===== config.mk =====
export PLATFORM = sky130hd
export DESIGN_NAME = smg_scan_scheduler
export DESIGN_NICKNAME = d
export VERILOG_FILES = /design/src/rtl/smg_pkg.sv /design/src/rtl/smg_digit_suppress.sv /design/src/rtl/smg_scan_scheduler.sv
export SDC_FILE = /design/constraint.sdc
export NUM_CORES = 1
export LEC_CHECK = 0
export BUFFER_PORTS_ARGS = -buffer_cell sky130_fd_sc_hd__buf_2
export CAP_MARGIN = 20
export CORE_ASPECT_RATIO = 1.75
export CORE_MARGIN = 2
export CORE_UTILIZATION = 61
export DETAILED_ROUTE_END_ITERATION = 12
export HOLD_SLACK_MARGIN = 0.15
export PLACE_DENSITY = 0.8
export REMOVE_ABC_BUFFERS = 1
export SLEW_MARGIN = 40
export SYNTH_ARGS = -nofsm -noshare
export SYNTH_HDL_FRONTEND = slang
export SYNTH_SLANG_ARGS = --single-unit

===== constraint.sdc =====
create_clock -name CLK -period 7.9 [get_ports CLK]
set_input_delay 0.79 -clock CLK [delete_from_list [all_inputs] [get_ports CLK]]
set_output_delay 0.79 -clock CLK [all_outputs]
set_load 0.02 [all_outputs]

===== src/rtl/smg_pkg.sv =====
// rtl/smg_pkg.sv - shared scan phase encoding, digit-select table and nibble helper
package smg_pkg;

  typedef enum logic [1:0] {
    PH_GUARD = 2'd0,
    PH_ON    = 2'd1,
    PH_OFF   = 2'd2
  } phase_e;

  localparam logic [3:0] SCAN_OFF = 4'b1111;

  // Active-low digit enables; entry [k] drives digit k.
  localparam logic [3:0][3:0] DIGIT_SEL = {4'b0111, 4'b1011, 4'b1101, 4'b1110};

  function automatic logic [3:0] nibbleOf(input logic [15:0] num, input logic [1:0] idx);
    case (idx)
      2'd0:    return num[15:12];
      2'd1:    return num[11:8];
      2'd2:    return num[7:4];
      default: return num[3:0];
    endcase
  endfunction

endpackage


===== src/rtl/smg_digit_suppress.sv =====
// rtl/smg_digit_suppress.sv - per-digit dark vector from blank mask and leading-zero suppression
module smg_digit_suppress (
  input  logic [15:0] numberSnap,
  input  logic [3:0]  blankMask,
  input  logic        lzsEn,
  output logic [3:0]  dark
);

  logic z0, z01, z012;

  always_comb begin
    z0   = (numberSnap[15:12] == 4'd0);
    z01  = z0 && (numberSnap[11:8] == 4'd0);
    z012 = z01 && (numberSnap[7:4] == 4'd0);
    // The rightmost digit always shows, so an all-zero value still reads "0".
    dark[0] = blankMask[0] | (lzsEn & z0);
    dark[1] = blankMask[1] | (lzsEn & z01);
    dark[2] = blankMask[2] | (lzsEn & z012);
    dark[3] = blankMask[3];
  end

endmodule


===== src/rtl/smg_scan_scheduler.sv =====
// rtl/smg_scan_scheduler.sv - 4-digit 7-segment scan: guard/on/off slots, PWM, tear-free frame snapshot
module smg_scan_scheduler
  import smg_pkg::*;
#(
  parameter int T_SLOT  = 500_000,
  parameter int T_GUARD = 2_500,
  parameter int CW      = 19
) (
  input  logic        CLK,
  input  logic        RSTn,
  input  logic [15:0] NumberSig,
  input  logic [3:0]  BlankMask,
  input  logic [2:0]  Brightness,
  input  logic        LzsEn,
  output logic [3:0]  ScanSig,
  output logic [3:0]  NumberData,
  output logic [1:0]  DigitIdx,
  output logic        FrameDone
);

  localparam logic [1:0]    ST_GUARD  = PH_GUARD;
  localparam logic [1:0]    ST_ON     = PH_ON;
  localparam logic [1:0]    ST_OFF    = PH_OFF;
  localparam logic [CW-1:0] SLOT_LAST = CW'(T_SLOT - 1);
  localparam logic [CW:0]   GUARD_END = (CW+1)'(T_GUARD);
  localparam logic [CW:0]   ON_UNIT   = (CW+1)'((T_SLOT - T_GUARD) >> 3);

  logic [CW-1:0] slotCnt, cntNext;
  logic [1:0]    state, stateNext, idxNext;
  logic [15:0]   snapNum, numNext;
  logic [3:0]    snapMask, maskNext, dark;
  logic [2:0]    snapBright, brightNext;
  logic          snapLzs, lzsNext, snapLoad, slotEnd;
  logic [CW:0]   onEnd;

  // Outputs are registered from next-cycle values, so everything downstream sees
  // the snapshot that will be live in the cycle the output is shown.
  always_comb begin
    snapLoad   = (DigitIdx == 2'd0) && (slotCnt == '0);
    numNext    = snapLoad ? NumberSig  : snapNum;
    maskNext   = snapLoad ? BlankMask  : snapMask;
    brightNext = snapLoad ? Brightness : snapBright;
    lzsNext    = snapLoad ? LzsEn      : snapLzs;
    slotEnd    = (slotCnt == SLOT_LAST);
    cntNext    = slotEnd ? '0 : slotCnt + 1'b1;
    idxNext    = slotEnd ? DigitIdx + 2'd1 : DigitIdx;
    onEnd      = GUARD_END + ON_UNIT * {{(CW-3){1'b0}}, {1'b0, brightNext} + 4'd1};

    // At full brightness onEnd can equal T_SLOT; ON then runs until the slot wraps.
    stateNext = state;
    if (slotEnd) begin
      stateNext = ST_GUARD;
    end else begin
      case (state)
        ST_GUARD: if ({1'b0, cntNext} == GUARD_END) stateNext = ST_ON;
        ST_ON:    if ({1'b0, cntNext} == onEnd) stateNext = ST_OFF;
        default:  stateNext = ST_OFF;
      endcase
    end
  end

  smg_digit_suppress u_suppress (
    .numberSnap(numNext),
    .blankMask (maskNext),
    .lzsEn     (lzsNext),
    .dark      (dark)
  );

  always_ff @(posedge CLK) begin
    if (!RSTn) begin
      slotCnt    <= '0;
      DigitIdx   <= 2'd0;
      state      <= ST_GUARD;
      snapNum    <= '0;
      snapMask   <= '0;
      snapBright <= '0;
      snapLzs    <= 1'b0;
      ScanSig    <= SCAN_OFF;
      NumberData <= 4'd0;
      FrameDone  <= 1'b0;
    end else begin
      slotCnt  <= cntNext;
      DigitIdx <= idxNext;
      state    <= stateNext;
      if (snapLoad) begin
        snapNum    <= NumberSig;
        snapMask   <= BlankMask;
        snapBright <= Brightness;
        snapLzs    <= LzsEn;
      end
      ScanSig    <= (stateNext == ST_ON && !dark[idxNext]) ? DIGIT_SEL[idxNext] : SCAN_OFF;
      NumberData <= nibbleOf(numNext, idxNext);
      FrameDone  <= (idxNext == 2'd3) && (cntNext == SLOT_LAST);
    end
  end

endmodule


Yosys cells after proc, flatten, opt, wreduce, memory -nomap -nowiden
Cells that the tools add are included.
{"block": "totals", "reg_bits": 56, "wordCells": 60, "in_bits": 26}
{"block": "op_classes", "n_bitwise": 6, "muxes": 15, "eq_ne": 9, "n_reduce_logical": 14, "n_addsub": 4, "n_mul": 1, "n_lt_le_gt_ge": 1}
{"op": "19-bit equality test, second input constant", "count": 2}
{"op": "12-bit by 20-bit adder with 20-bit output, first input constant", "count": 1}
{"op": "19-bit by 20-bit equality test with 1-bit output", "count": 1}
{"op": "16-bit by 4-bit multiplier with 20-bit output, first input constant", "count": 1}
{"op": "19-bit by 1-bit adder with 19-bit output, second input constant", "count": 1}
{"op": "19-bit by 12-bit equality test with 1-bit output, second input constant", "count": 1}
{"op": "19-bit logical NOT", "count": 1}
{"op": "19-bit two-way mux", "count": 1}
{"op": "16-bit two-way mux", "count": 1}
{"op": "4-bit logical NOT", "count": 3}
{"op": "4-bit one-hot mux with 3 select lines", "count": 1}
{"op": "4-bit binary-select mux with 2-bit select", "count": 1}
{"op": "2-bit two-way mux", "count": 4}
{"op": "4-bit two-way mux", "count": 2}
{"op": "2-bit by 1-bit equality test with 1-bit output, second input constant", "count": 3}
{"op": "2-bit logical NOT", "count": 3}
{"op": "1-bit logical AND", "count": 5}
{"op": "3-bit by 1-bit adder with 4-bit output, second input constant", "count": 1}
{"op": "2-bit equality test, second input constant", "count": 2}
{"op": "2-bit one-hot mux with 2 select lines", "count": 1}
{"op": "1-bit bitwise AND", "count": 3}
{"op": "2-bit by 3-bit less-than comparator with 1-bit output, second input constant", "count": 1}
{"op": "3-bit two-way mux", "count": 1}
{"op": "1-bit OR", "count": 3}
{"op": "other kinds (5)", "count": 6}

Logic depth before layout (Yosys ltp)
Gate-level depths: netlist of run 1.
{"block": "logic_depth", "word_depth": 13, "mapped_depth": 26, "depth_no_buf": 25}

Hierarchy
From an unflattened synthesis of run 1, not the netlist that was laid out.
{"block": "unflattened", "cells_unflattened": 552, "area_unflattened_um2": 4549.4}
{"mod": "smg_scan_scheduler", "n_inst": 1, "area_per_inst_um2": 4480.5, "cells_each": 544}
{"mod": "smg_digit_suppress", "n_inst": 1, "area_per_inst_um2": 68.8, "cells_each": 8}

Worst setup path after synthesis of run 1
OpenSTA, ideal clock, no wires.
{"block": "synth_path", "path_type": "reg-to-reg", "start": "register slotCnt[3]", "end": "register state[1]", "slack_ps": 1973, "path_buffers": 2, "path_stages_with_launch": 26, "arrival_ps": 5856, "synth_period_minus_slack_ps": 5927, "cell_sequence": "dfxtp_1 buf_2 or4_1 nor3_2 nand3_1 nand2_1 ha_1 clkbuf_1 xor2_1 inv_1 ha_1 xnor2_1 xnor2_1 ha_1 ha_1 fa_1 a21o_1 a21oi_1 xor2_1 xnor2_1 xnor2_1 nor4_1 and4_1 and4_1 nor4b_2 o21bai_1"}
{"block": "synth_via", "elab_chain_cells": 10, "elab_cells_between_ends": 15, "classes_between": "add/sub: 3; mul: 1; eq/ne: 3; mux: 6; reduce/logical: 2"}
{"element": "from (decl)", "line_no": "smg_scan_scheduler.sv:28", "rtl": "logic [CW-1:0] slotCnt, cntNext;"}
{"element": "from (signal assigned)", "line_no": "smg_scan_scheduler.sv:82", "rtl": "slotCnt <= cntNext;"}
{"element": "19-bit logical NOT", "line_no": "smg_scan_scheduler.sv:39", "rtl": "snapLoad = (DigitIdx == 2'd0) && (slotCnt == '0);"}
{"element": "1-bit logical AND", "line_no": "smg_scan_scheduler.sv:39"}
{"element": "3-bit two-way mux"}
{"element": "3-bit by 1-bit adder with 4-bit output", "line_no": "smg_scan_scheduler.sv:47", "rtl": "onEnd = GUARD_END + ON_UNIT * {{(CW-3){1'b0}}, {1'b0, brightNext} + 4'd1};"}
{"element": "16-bit by 4-bit multiplier with 20-bit output", "line_no": "smg_scan_scheduler.sv:47"}
{"element": "12-bit by 20-bit adder with 20-bit output", "line_no": "smg_scan_scheduler.sv:47"}
{"element": "19-bit by 20-bit equality test with 1-bit output", "line_no": "smg_scan_scheduler.sv:56", "rtl": "ST_ON: if ({1'b0, cntNext} == onEnd) stateNext = ST_OFF;"}
{"element": "2-bit two-way mux", "line_no": "smg_scan_scheduler.sv:56"}
{"element": "2-bit one-hot mux with 2 select lines", "line_no": "smg_scan_scheduler.sv:54", "rtl": "case (state)"}
{"element": "2-bit two-way mux *", "line_no": "smg_scan_scheduler.sv:51", "rtl": "if (slotEnd) begin"}
{"element": "to (signal assigned)", "line_no": "smg_scan_scheduler.sv:84", "rtl": "state <= stateNext;"}
{"element": "to (decl)", "line_no": "smg_scan_scheduler.sv:29", "rtl": "logic [1:0] state, stateNext, idxNext;"}
Every way passes the cells marked *; elsewhere a longest branch is shown, timed or not.
A chain may end at the register's enable or synchronous reset.

Final worst setup path of run 1
{"block": "layout_path", "start": "register slotCnt[12]", "end": "register state[1]"}
{"block": "layout_via", "elab_chain_cells": 10, "elab_cells_between_ends": 15, "classes_between": "add/sub: 3; mul: 1; eq/ne: 3; mux: 6; reduce/logical: 2"}
{"element": "19-bit logical NOT", "line_no": "smg_scan_scheduler.sv:39"}
{"element": "1-bit logical AND", "line_no": "smg_scan_scheduler.sv:39"}
{"element": "3-bit two-way mux"}
{"element": "via brightNext[1]", "line_no": "smg_scan_scheduler.sv:32", "rtl": "logic [2:0] snapBright, brightNext;"}
{"element": "3-bit by 1-bit adder with 4-bit output", "line_no": "smg_scan_scheduler.sv:47"}
{"element": "16-bit by 4-bit multiplier with 20-bit output", "line_no": "smg_scan_scheduler.sv:47"}
{"element": "12-bit by 20-bit adder with 20-bit output", "line_no": "smg_scan_scheduler.sv:47"}
{"element": "19-bit by 20-bit equality test with 1-bit output", "line_no": "smg_scan_scheduler.sv:56"}
{"element": "2-bit two-way mux", "line_no": "smg_scan_scheduler.sv:56"}
{"element": "2-bit one-hot mux with 2 select lines", "line_no": "smg_scan_scheduler.sv:54"}
{"element": "2-bit two-way mux", "line_no": "smg_scan_scheduler.sv:51"}
The timed path passes the listed nets, and every way through them passes these cells.

==> results of run 1 <==
## worst paths after layout
path	startpoint	to	slack, ns	cells after the start
max	slotCnt[12]$_SDFF_PN0_	state[1]$_SDFF_PN0_	1.21	20
min	snapNum[1]$_SDFF_PN0_	snapNum[1]$_SDFF_PN0_	0.46	2
max reg2reg	slotCnt[12]$_SDFF_PN0_	state[1]$_SDFF_PN0_	1.21	20
min reg2reg	snapNum[1]$_SDFF_PN0_	snapNum[1]$_SDFF_PN0_	0.46	2
## through the flow
stage          total power [uW]  hold WS [ns]  area [sq um]
3_3_place_gp              937.1        0.4473          4985
2_1_floorplan             780.8        0.4363          4632
5_1_grt                    1245        0.4949          5141
4_1_cts                    1175        0.4638          5141
6_report                   1182        0.4631          5141
3_5_place_dp              945.5        0.4547          4991
## per-layer routing
layer	vias up	global-route usage [%]	part of all wire (%)
met1	2133	31.50	33
met2	161	71.11	54
met4	0	30.78	9.7
met5	-	0	0
met3	83	4.000	3.3
li1	2157	-	-
## state kept, by name, summed over array words and instances (netlist names)
| name | flops |
|---|---|
| NumberData | 4 |
| ScanSig | 4 |
| snapLzs | 1 |
| snapMask | 4 |
| snapBright | 3 |
| slotCnt | 19 |
| DigitIdx | 2 |
| snapNum | 16 |
| FrameDone | 1 |
| state | 2 |
## power groups by stage
stage	Sequential, uW	Clock [uW]	Combinational (uW)
CTS	308	231	636
global placement	314	0	623
global route	310	241	693
floorplan	314	0	467
detailed placement	314	0	631
finish	308	229	645
## cells by family (layout without fill, tap and decap cells)
family                     after synthesis  after routing  synth area share, %
and+or+nand+nor                        252            252                29.08
AOI/OAI and AO/OA                      109            109                17.01
DFF                                     56             56                23.67
xor gates and xnor gates                54             54                10.70
buffers and inverters                   46             72                3.883
adders and majority gates               43             43                11.83
muxes                                   18             18                3.830
## cell usage after synthesis, types with 2 or more instances
master     number  area, sq um
ha_1           40        500.5
nand4_1        14        87.58
o211ai_1        3        22.52
and3b_1         2        17.52
o21ai_0         9        45.04
or4_1           6        45.04
clkbuf_1       15        56.30
and2_1         11        68.82
nor2_1         34        127.6
or4_4           2        22.52
fa_1            3        60.06
mux2i_1        17        170.2
a31oi_1         2        12.51
nor2_2          2        12.51
or2_2           5        31.28
nor2b_1        23        143.9
a211oi_1       24        180.2
nand3_1        26        130.1
and3_1         11        68.82
nand2_1        61        229.0
a211o_1         2        17.52
o21a_1          4        30.03
o22ai_1         2        12.51
nand4b_1        3        26.28
nor4_1         20        125.1
xnor2_1        34        297.8
and4_1          6        52.55
nand2b_1        3        18.77
or3_1           2        12.51
inv_1          19        71.32
buf_2           9        45.04
nor3_1         12        60.06
inv_2           2        7.510
a21boi_0       18        135.1
dfxtp_1        56         1121
o21ai_1         3        15.01
a21o_1          8        60.06
nor4b_1         2        17.52
a2111oi_0       3        26.28
a221oi_1        2        17.52
xor2_1         18        157.7
nand3b_1        2        15.01
a21oi_1        14        70.07
## layout make-up
cell class                 instances  area share (%)
clock buffer                       7           2.774
clock inverter                     1          0.1460
inverter                          21           1.533
multi-input combinational        476           67.07
sequential                        56           21.81
tap                               88           2.142
timing repair buffer              43           4.527
## worst min-delay path, cell delays in order, from the launching register on
cell and delay, ns:
dfxtp_1 0.31, nand2_1 0.05, a21boi_0 0.06
## cells in the final DEF, fill, tap and decap left out, types with 19 or more instances in the layout
| cell type | n |
|---|---|
| nand2_1 | 61 |
| dfxtp_1 | 56 |
| ha_1 | 40 |
| buf_2 | 36 |
| nor2_1 | 33 |
| xnor2_1 | 33 |
| nand3_1 | 26 |
| a211oi_1 | 24 |
| nor2b_1 | 23 |
| nor4_1 | 19 |
| inv_1 | 19 |
==> summary.txt, run 1 <==
Power
  • Worst VDD drop: 0.0001709 V
  • Clock share of power: 19.4%
  • Sequential power share: 26.1%
  • Sw Pwr: 490.2 uW
  • Combinational share of power: 54.6%
  • Leak: 0.002206 uW
  • P_int: 691.6 uW
  • Power per cell area: 229.9 nW/um^2
  • Sw Ratio: 41.48%

Critical path
  • WP data required: 8.12 ns
  • Crit path cell chain: or4_1 -> nor2_1 -> nand3_1 -> nand2_1 -> ha_1 -> xor2_1 -> inv_1 -> ha_1 -> xnor2_1 -> ha_1 -> ha_1 -> a21o_1 -> a21o_1 -> a21oi_1 -> a221oi_1 -> a211oi_1 -> and4_1 -> and4_1 -> nor4b_2 -> o21bai_1
  • CP delay by family, top: simple AND/OR/NAND/NOR gates
  • Crit path largest cell delay: 0.61 ns
  • Slowest stage cell, crit path: or4_1
  • Setup Crit Path Kind: reg -> reg
  • Buffers & Inverters on Critical Path: 1
  • Crit path max fanout: 10
  • CP Capture Type: flop
  • Startpoint types: flop
  • Critical path arrival: 6.91 ns
  • CP most frequent cell: ha_1

Routing
  • Pre-antenna DRT Iters: 5
  • Antenna-violating nets left: 0
  • DR DRC count: 0
  • Vias per cell: 6.552
  • Wire per inst: 22.19 microns
  • Final WL: 15.36 mm
  • DR iter-0 viols: 299
  • Via count: 4534

Global route
  • Gr usage total: 36.45%
  • First-pass GRT wire length: 23.51 mm
  • Initial antenna violation count: 0
  • Vias in the first global route: 4576
  • Largest net degree at the start of global routing: 41
  • GR Overflow Total: 0

Run
  • Max-Cap Viols: 0

Layout
  • Layout fillers: 667
  • Synthesis-to-finish area growth: 8.531%
  • Core Util, Final: 67.94%
  • Layout cells sized above 1: 12.42%
  • Non-Filler Instances: 692
  • Antenna diodes: 0
  • Register area: 1121 sq um
  • Layout Nets: 672
  • Area of the multi-input gates: 3448 sq um

Clock tree
  • Hold Buf Count CTS: 0
  • Post-CTS setup buffers: 0
  • CTS Root Cell: clkbuf_16
  • CTS sink cnt: 56
  • Max H-tree Level: 2
  • Worst-path clk slew: 0.07 ns
  • CTS resizes: 0
  • Clock buffer depth: 2
  • CTS Buf Count: 5
  • CTS tree: built
  • Worst skew pair latency: 0.30 ns

Floorplanning
  • CORE AREA: 7567 sq um
  • Row cnt: 42
  • Die width: 70.62 microns
  • Initial Utilization: 62.60%
  • Ports: 37
  • Die Footprint: 8514 sq um
  • Die Y: 120.6 microns

Yosys
  • Mapped Avg Cell Area: 8.196 sq um
  • Seq cells post-synth: 56
  • Syn Inst Count: 578
  • Syn. warnings: 0
  • EDFF count, synth: 0
  • Synth unique cells: 67
  • Main synth FF type: dfxtp_1
  • Post-synth ARST share: 0%
  • Cell Area, Synth: 4737 sq um
  • Seq/Total Area, Yosys: 23.67%

Timing
  • Slew @ Worst Pin: 0.6720 ns
  • F_max: 149.5 MHz
  • Relative max-transition margin: 54.04%
  • Min cycle time layout: 6.690 ns
  • Fin. Hold Viols: 0
  • Final setup margin: 1.210 ns
  • Final Cycle Share: 84.68%
  • Finish-stage setup viols: 0
  • Final Max Tran Viols: 0
  • Unrepaired setup endpoints after global routing: false
  • Skew final: 0.01032 ns
  • TNS Setup: 0 ns

Placement
  • Hpwl dp: 12.23 mm
  • Gpl congestion: 1.082
  • # port buffers: 36
  • Dpl cells: 684
  • Setup slack at placement: 1.398 ns

Worst hold path
  • Worst Hold Class: reg -> reg

Status
  • Outcome: finished, final reports clean
Power figures use the tool's default switching activity.
==> run 2, diff against run 1 <==
- CORE_UTILIZATION: 61 -> 55
- PLACE_DENSITY: 0.8 -> 0.76
- clock period: 7.9 -> 6.1 ns (I/O delays scaled with it)
==> summary.txt, run 2 (same netlist as run 1, synthesis figures left out) <==
Critical path
  • Crit path largest cell delay: 0.61 ns (about the same)
  • Slowest stage cell, crit path: or4_1
  • Startpoint types: flop
  • Worst Setup EP: state[1]$_SDFF_PN0_
  • Worst reg2reg path depth: 21 (+5.0%)
  • Setup Crit Path Kind: reg -> reg
  • Crit path max fanout: 8 (-2)
  • Critical path arrival: 6.02 ns (-0.89 ns)
  • RR Startpoint: slotCnt[3]$_SDFF_PN0_
  • Crit path cell chain: or4_1 -> nor3_4 -> nand3_1 -> nand2_1 -> buf_4 -> inv_2 -> nor3_2 -> buf_4 -> inv_1 -> ha_1 -> fa_1 -> xor3_1 -> xor2_1 -> a211oi_1 -> o2111ai_1 -> nand3b_1 -> a211oi_1 -> a2111oi_2 -> and4_1 -> nor4b_2 -> o21bai_1
  • CP Capture Type: flop
  • WP data required: 6.32 ns (-1.80 ns)
  • Reg2reg setup slack: 0.30 ns (-0.91 ns)
  • Reg2Reg Capture Point: state[1]$_SDFF_PN0_
  • Critical path origin: slotCnt[3]$_SDFF_PN0_

Clock tree
  • CTS sink cnt: 56 (unchanged)
  • Post-CTS setup buffers: 0 (unchanged)
  • Clock buffer depth: 2 (unchanged)
  • CTS Buf Count: 5 (unchanged)
  • CTS Root Cell: clkbuf_16
  • Worst skew pair latency: 0.30 ns (about the same)
  • Max H-tree Level: 2 (unchanged)
  • Worst-path clk slew: 0.07 ns (about the same)
  • CTS tree: built

Global route
  • Vias in the first global route: 4655 (+1.7%)
  • Initial antenna violation count: 0 (unchanged)
  • Largest net degree at the start of global routing: 41 (unchanged)
  • Gr usage total: 32.51% (-3.9 points)
  • GR Overflow Total: 0 (unchanged)
  • First-pass GRT wire length: 23.00 mm (-2.1%)

Routing
  • Wire per inst: 20.23 microns (-8.8%)
  • Via count: 4627 (+2.1%)
  • Pre-antenna DRT Iters: 7 (+2)
  • Final WL: 14.85 mm (-3.3%)
  • DR iter-0 viols: 297 (-0.67%)
  • DR DRC count: 0 (unchanged)
  • Vias per cell: 6.304 (-3.8%)
  • Antenna-violating nets left: 0 (unchanged)

Placement
  • # port buffers: 36 (unchanged)
  • Gpl congestion: 1.042 (-3.7%)
  • Dpl cells: 726 (+6.1%)
  • Setup slack at placement: 0.2060 ns (-1.192 ns)
  • Hpwl dp: 11.81 mm (-3.5%)

Layout
  • Antenna diodes: 0 (unchanged)
  • Area of the multi-input gates: 3508 sq um (+1.7%)
  • Register area: 1121 sq um (unchanged)
  • Layout fillers: 743 (+11%)
  • Layout Nets: 687 (+2.2%)
  • Layout cells sized above 1: 15.99% (+3.6 points)
  • Largest register by flop count: slotCnt
  • Most common cell after layout, fill and taps aside: nand2_1
  • Max FFs per register: 19 (unchanged)
  • Largest regs: slotCnt x19, snapNum x16
  • Non-Filler Instances: 734 (+6.1%)
  • Synthesis-to-finish area growth: 13.18%
  • Most frequent cells in the layout: 60 x nand2_1, 56 x dfxtp_1, 39 x ha_1

Status
  • Outcome: finished, final reports clean

Power
  • Power per cell area: 295.1 nW/um^2 (+28%)
  • Leak: 0.002305 uW (+4.5%)
  • Worst VDD drop: 0.0002741 V (+60%)

Floorplanning
  • Die Y: 126.8 microns (+5.1%)
  • Ports: 37 (unchanged)
  • Initial Utilization: 56.98% (-5.6 points)
  • Row cnt: 44 (+4.8%)
  • Die width: 74.16 microns (+5.0%)
  • CORE AREA: 8313 sq um (+9.9%)
  • Die Footprint: 9401 sq um (+10%)

Timing
  • Final Max Tran Viols: 0 (unchanged)
  • TNS Setup: 0 ns (unchanged)
  • Min cycle time layout: 5.800 ns (-0.8896 ns)
  • Fin. Hold Viols: 0 (unchanged)
  • Final Cycle Share: 95.09% (+10 points)
  • Relative max-transition margin: 55.18% (+1.1 points)
  • F_max: 172.4 MHz (+15%)
  • Skew final: 0.006273 ns (-0.004049 ns)
  • Slew @ Worst Pin: 0.6723 ns (+0.0003897 ns)
  • Finish-stage setup viols: 0 (unchanged)
  • Final setup margin: 0.2997 ns (-0.9104 ns)

Worst hold path
  • Hold path depth: 2 (unchanged)
  • Worst Hold Class: reg -> reg

Run
  • Max-Cap Viols: 0 (unchanged)
==> run 2: worst min-delay path by stage <==
stage	start	endpoint	slack, ns
after global placement	snapNum[0]$_SDFF_PN0_	snapNum[0]$_SDFF_PN0_	0.45
final	snapNum[2]$_SDFF_PN0_	snapNum[2]$_SDFF_PN0_	0.46
after floorplan	snapNum[0]$_SDFF_PN0_	snapNum[0]$_SDFF_PN0_	0.44
after global routing	snapNum[2]$_SDFF_PN0_	snapNum[2]$_SDFF_PN0_	0.50
after detailed placement	snapNum[0]$_SDFF_PN0_	snapNum[0]$_SDFF_PN0_	0.45
after CTS	snapNum[2]$_SDFF_PN0_	snapNum[2]$_SDFF_PN0_	0.47
==> run 2: worst max-delay path: cells and delay by family, from the launching register on <==
kind,cells,cell delay (ns)
fa+ha+maj,2,0.77
flops,1,0.39
xor+xnor,2,0.68
compound gates,5,1.36
buf+inv,4,0.50
simple gates,8,2.03
==> run 2: final cells by class <==
class | instances | share of cell area, %
multi-input combinational | 476 | 65.44
sequential | 56 | 20.91
timing repair buffer | 58 | 6.441
tap | 115 | 2.684
clock buffer | 6 | 2.404
inverter | 21 | 1.470
clock inverter | 2 | 0.6534
==> run 2: per-layer routing <==
| layer | wire (microns) | GRT usage (%) | vias to the layer above |
|---|---|---|---|
| met4 | 1485 | 28.77 | 0 |
| met1 | 5070 | 30.53 | 2206 |
| met3 | 593 | 5.083 | 80 |
| li1 | - | - | 2182 |
| met5 | 0 | 0 | - |
| met2 | 7700 | 57.51 | 159 |
==> run 2: where the power goes <==
part	switching, uW	internal [uW]
Combinational	496	364
Clock	131	193
Sequential	13.6	385
==> run 2: repair_timing <==
item	CTS	global route
hold buffers	0	0
setup endpoints to repair	0	6
gates resized for setup	0	11
==> run 2: stage by stage <==
step                      util (%)  hold slack (ns)  power (uW)  area, sq um
after floorplan                  -           0.4363        1011         4632
after global placement       61.72           0.4468        1218         5131
after detailed placement     61.80           0.4531        1228         5137
after CTS                    63.77           0.4672        1553         5301
after global routing         64.49           0.4977        1666         5361
final                        64.49           0.4648        1582         5361
==> run 3, diff against run 2 <==
- CORE_MARGIN: 2 -> 10
==> summary.txt, run 3 (same netlist as run 1, synthesis figures left out) <==
Timing
  • Min Hold Slack: 0.4590 ns (-0.005826 ns)
  • Skew final: 0.006585 ns (+0.0003122 ns)
  • Slew @ Worst Pin: 0.6655 ns (-0.006853 ns)
  • Finish-stage setup viols: 0 (unchanged)
  • Fin. Hold Viols: 0 (unchanged)
  • Final Max Tran Viols: 0 (unchanged)
  • TNS Setup: 0 ns (unchanged)
  • F_max: 173.3 MHz (+0.53%)
  • Relative max-transition margin: 55.32% (+0.14 points)
  • Final Cycle Share: 94.59% (-0.50 points)
  • Min cycle time layout: 5.770 ns (-0.03032 ns)

Layout
  • Most common cell after layout, fill and taps aside: nand2_1
  • Layout cells sized above 1: 16.02% (+0.026 points)
  • Max FFs per register: 19 (unchanged)
  • Final instance area: 5333 sq um (-0.54%)
  • Non-Filler Instances: 733 (-0.14%)
  • Largest register by flop count: slotCnt
  • Antenna diodes: 0 (unchanged)
  • Layout Nets: 686 (-0.15%)
  • Largest regs: slotCnt x19, snapNum x16
  • Most frequent cells in the layout: 61 x nand2_1, 56 x dfxtp_1, 39 x ha_1
  • Synthesis-to-finish area growth: 12.57%

Critical path
  • Startpoint types: flop
  • CP Capture Type: flop
  • Critical path arrival: 5.98 ns (-0.04 ns)
  • WP data required: 6.31 ns (about the same)
  • Setup Crit Path Kind: reg -> reg
  • Crit path max fanout: 10 (+2)

Clock tree
  • Hold Buf Count CTS: 0 (unchanged)
  • CTS sink cnt: 56 (unchanged)
  • CTS tree: built
  • Clock buffer depth: 2 (unchanged)
  • CTS Buf Count: 5 (unchanged)
  • Max H-tree Level: 2 (unchanged)
  • CTS Root Cell: clkbuf_16
  • Worst skew pair latency: 0.30 ns (about the same)
  • Worst-path clk slew: 0.07 ns (about the same)

Status
  • Outcome: finished, final reports clean

Routing
  • Antenna-violating nets left: 0 (unchanged)
  • Pre-antenna DRT Iters: 5 (-2)
  • DR DRC count: 0 (unchanged)
  • DR iter-0 viols: 246 (-17%)
  • Vias per cell: 6.228 (-1.2%)
  • Final WL: 15.28 mm (+2.9%)
  • Via count: 4565 (-1.3%)
  • Wire per inst: 20.85 microns (+3.0%)

Floorplanning
  • CORE AREA: 8368 sq um (+0.66%)
  • Die Y: 142.8 microns (+13%)
  • Row cnt: 44 (unchanged)
  • Die width: 90.16 microns (+22%)
  • Die Footprint: 12870 sq um (+37%)
  • Ports: 37 (unchanged)
  • Initial Utilization: 56.61% (-0.37 points)

Power
  • Power per cell area: 287.4 nW/um^2 (-2.6%)
  • Worst VDD drop: 0.0002022 V (-26%)
  • Leak: 0.002286 uW (-0.86%)

Placement
  • Gpl congestion: 0.9959 (-4.4%)
  • Placed instance area: 5130 sq um (-0.15%)
  • # port buffers: 36 (unchanged)
  • Hpwl dp: 12.54 mm (+6.2%)
  • Dpl cells: 725 (-0.14%)

Worst hold path
  • Worst Hold Class: reg -> reg

Global route
  • Largest net degree at the start of global routing: 41 (unchanged)
  • Vias in the first global route: 4731 (+1.6%)
  • GR Overflow Total: 0 (unchanged)
  • Gr usage total: 23.76% (-8.7 points)
  • First-pass GRT wire length: 24.43 mm (+6.2%)
  • Initial antenna violation count: 0 (unchanged)

Run
  • Max-Cap Viols: 0 (unchanged)
run 3: changes by cell type in the layout (fill, tap and decap cells not counted), sizes merged:
cell      change
buf           -1
clkinvlp      +1
bufinv        -1
inv           +1
clkbuf        -1
run 3: where the power goes:
part           switching (uW)  internal, uW
clock network             136           153
registers                13.6           385
logic                     485           361
total                     634           899
run 3: path summary, 6_finish.rpt:
| kind | slack (ns) | to | cells past startpoint | start |
|---|---|---|---|---|
| worst max-delay path | 0.33 | state[1]$_SDFF_PN0_ | 23 | slotCnt[9]$_SDFF_PN0_ |
| worst min-delay path | 0.46 | snapNum[2]$_SDFF_PN0_ | 2 | snapNum[2]$_SDFF_PN0_ |
| worst max register to register | 0.33 | state[1]$_SDFF_PN0_ | 23 | slotCnt[9]$_SDFF_PN0_ |
| worst min register to register | 0.46 | snapNum[2]$_SDFF_PN0_ | 2 | snapNum[2]$_SDFF_PN0_ |
run 3: timing repair:
item,4_1_cts,5_1_grt
gates resized for setup,0,11
hold endpoints to repair,0,0
endpoints found under the setup margin,0,6
buffers inserted,0,0
run 3: critical path: stages, from the launching register on:
cell and delay, ns:
dfxtp_1 0.40, or4_4 0.61, nor2_2 0.21, nand3_1 0.15, nand2_1 0.20, ha_4 0.22
xor2_1 0.20, inv_1 0.11, ha_1 0.35, buf_4 0.17, ha_1 0.20, or2_2 0.31
ha_1 0.20, ha_1 0.29, ha_1 0.34, nand3_1 0.09, a211o_1 0.24, and3_1 0.19
and3_1 0.15, a211oi_2 0.28, and4_1 0.22, and4_1 0.23, nor4b_2 0.19, o21bai_1 0.15
run 3: per-stage QoR:
| step | total power, uW | setup slack [ns] | util, % |
|---|---|---|---|
| floorplan | 1011 | 0.3342 | - |
| global placement | 1214 | 0.4022 | 61.23 |
| detailed placement | 1228 | 0.1620 | 61.30 |
| CTS | 1515 | 0.1391 | 63.05 |
| global route | 1633 | -0.004702 | 63.73 |
| finish | 1533 | 0.3300 | 63.73 |
run 3: final cells by class:
cell class                 count  area (sq um)
clock buffer                   5         125.1
timing repair buffer          57         337.8
tap                          115         143.9
inverter                      21         78.83
sequential                    56          1121
clock inverter                 3         21.27
multi-input combinational    476          3505
fill                         774          3035
run 3: metal layers:
layer / vias to the layer above / wire length, microns / part of all wire (%) / global-route usage (%)
met4: 0 / 1394 / 9.1 / 20.20
met5: - / 0 / 0 / 0
met3: 73 / 542 / 3.5 / 2.992
met2: 142 / 8283 / 54 / 46.77
li1: 2185 / - / - / -
met1: 2165 / 5060 / 33 / 20.63
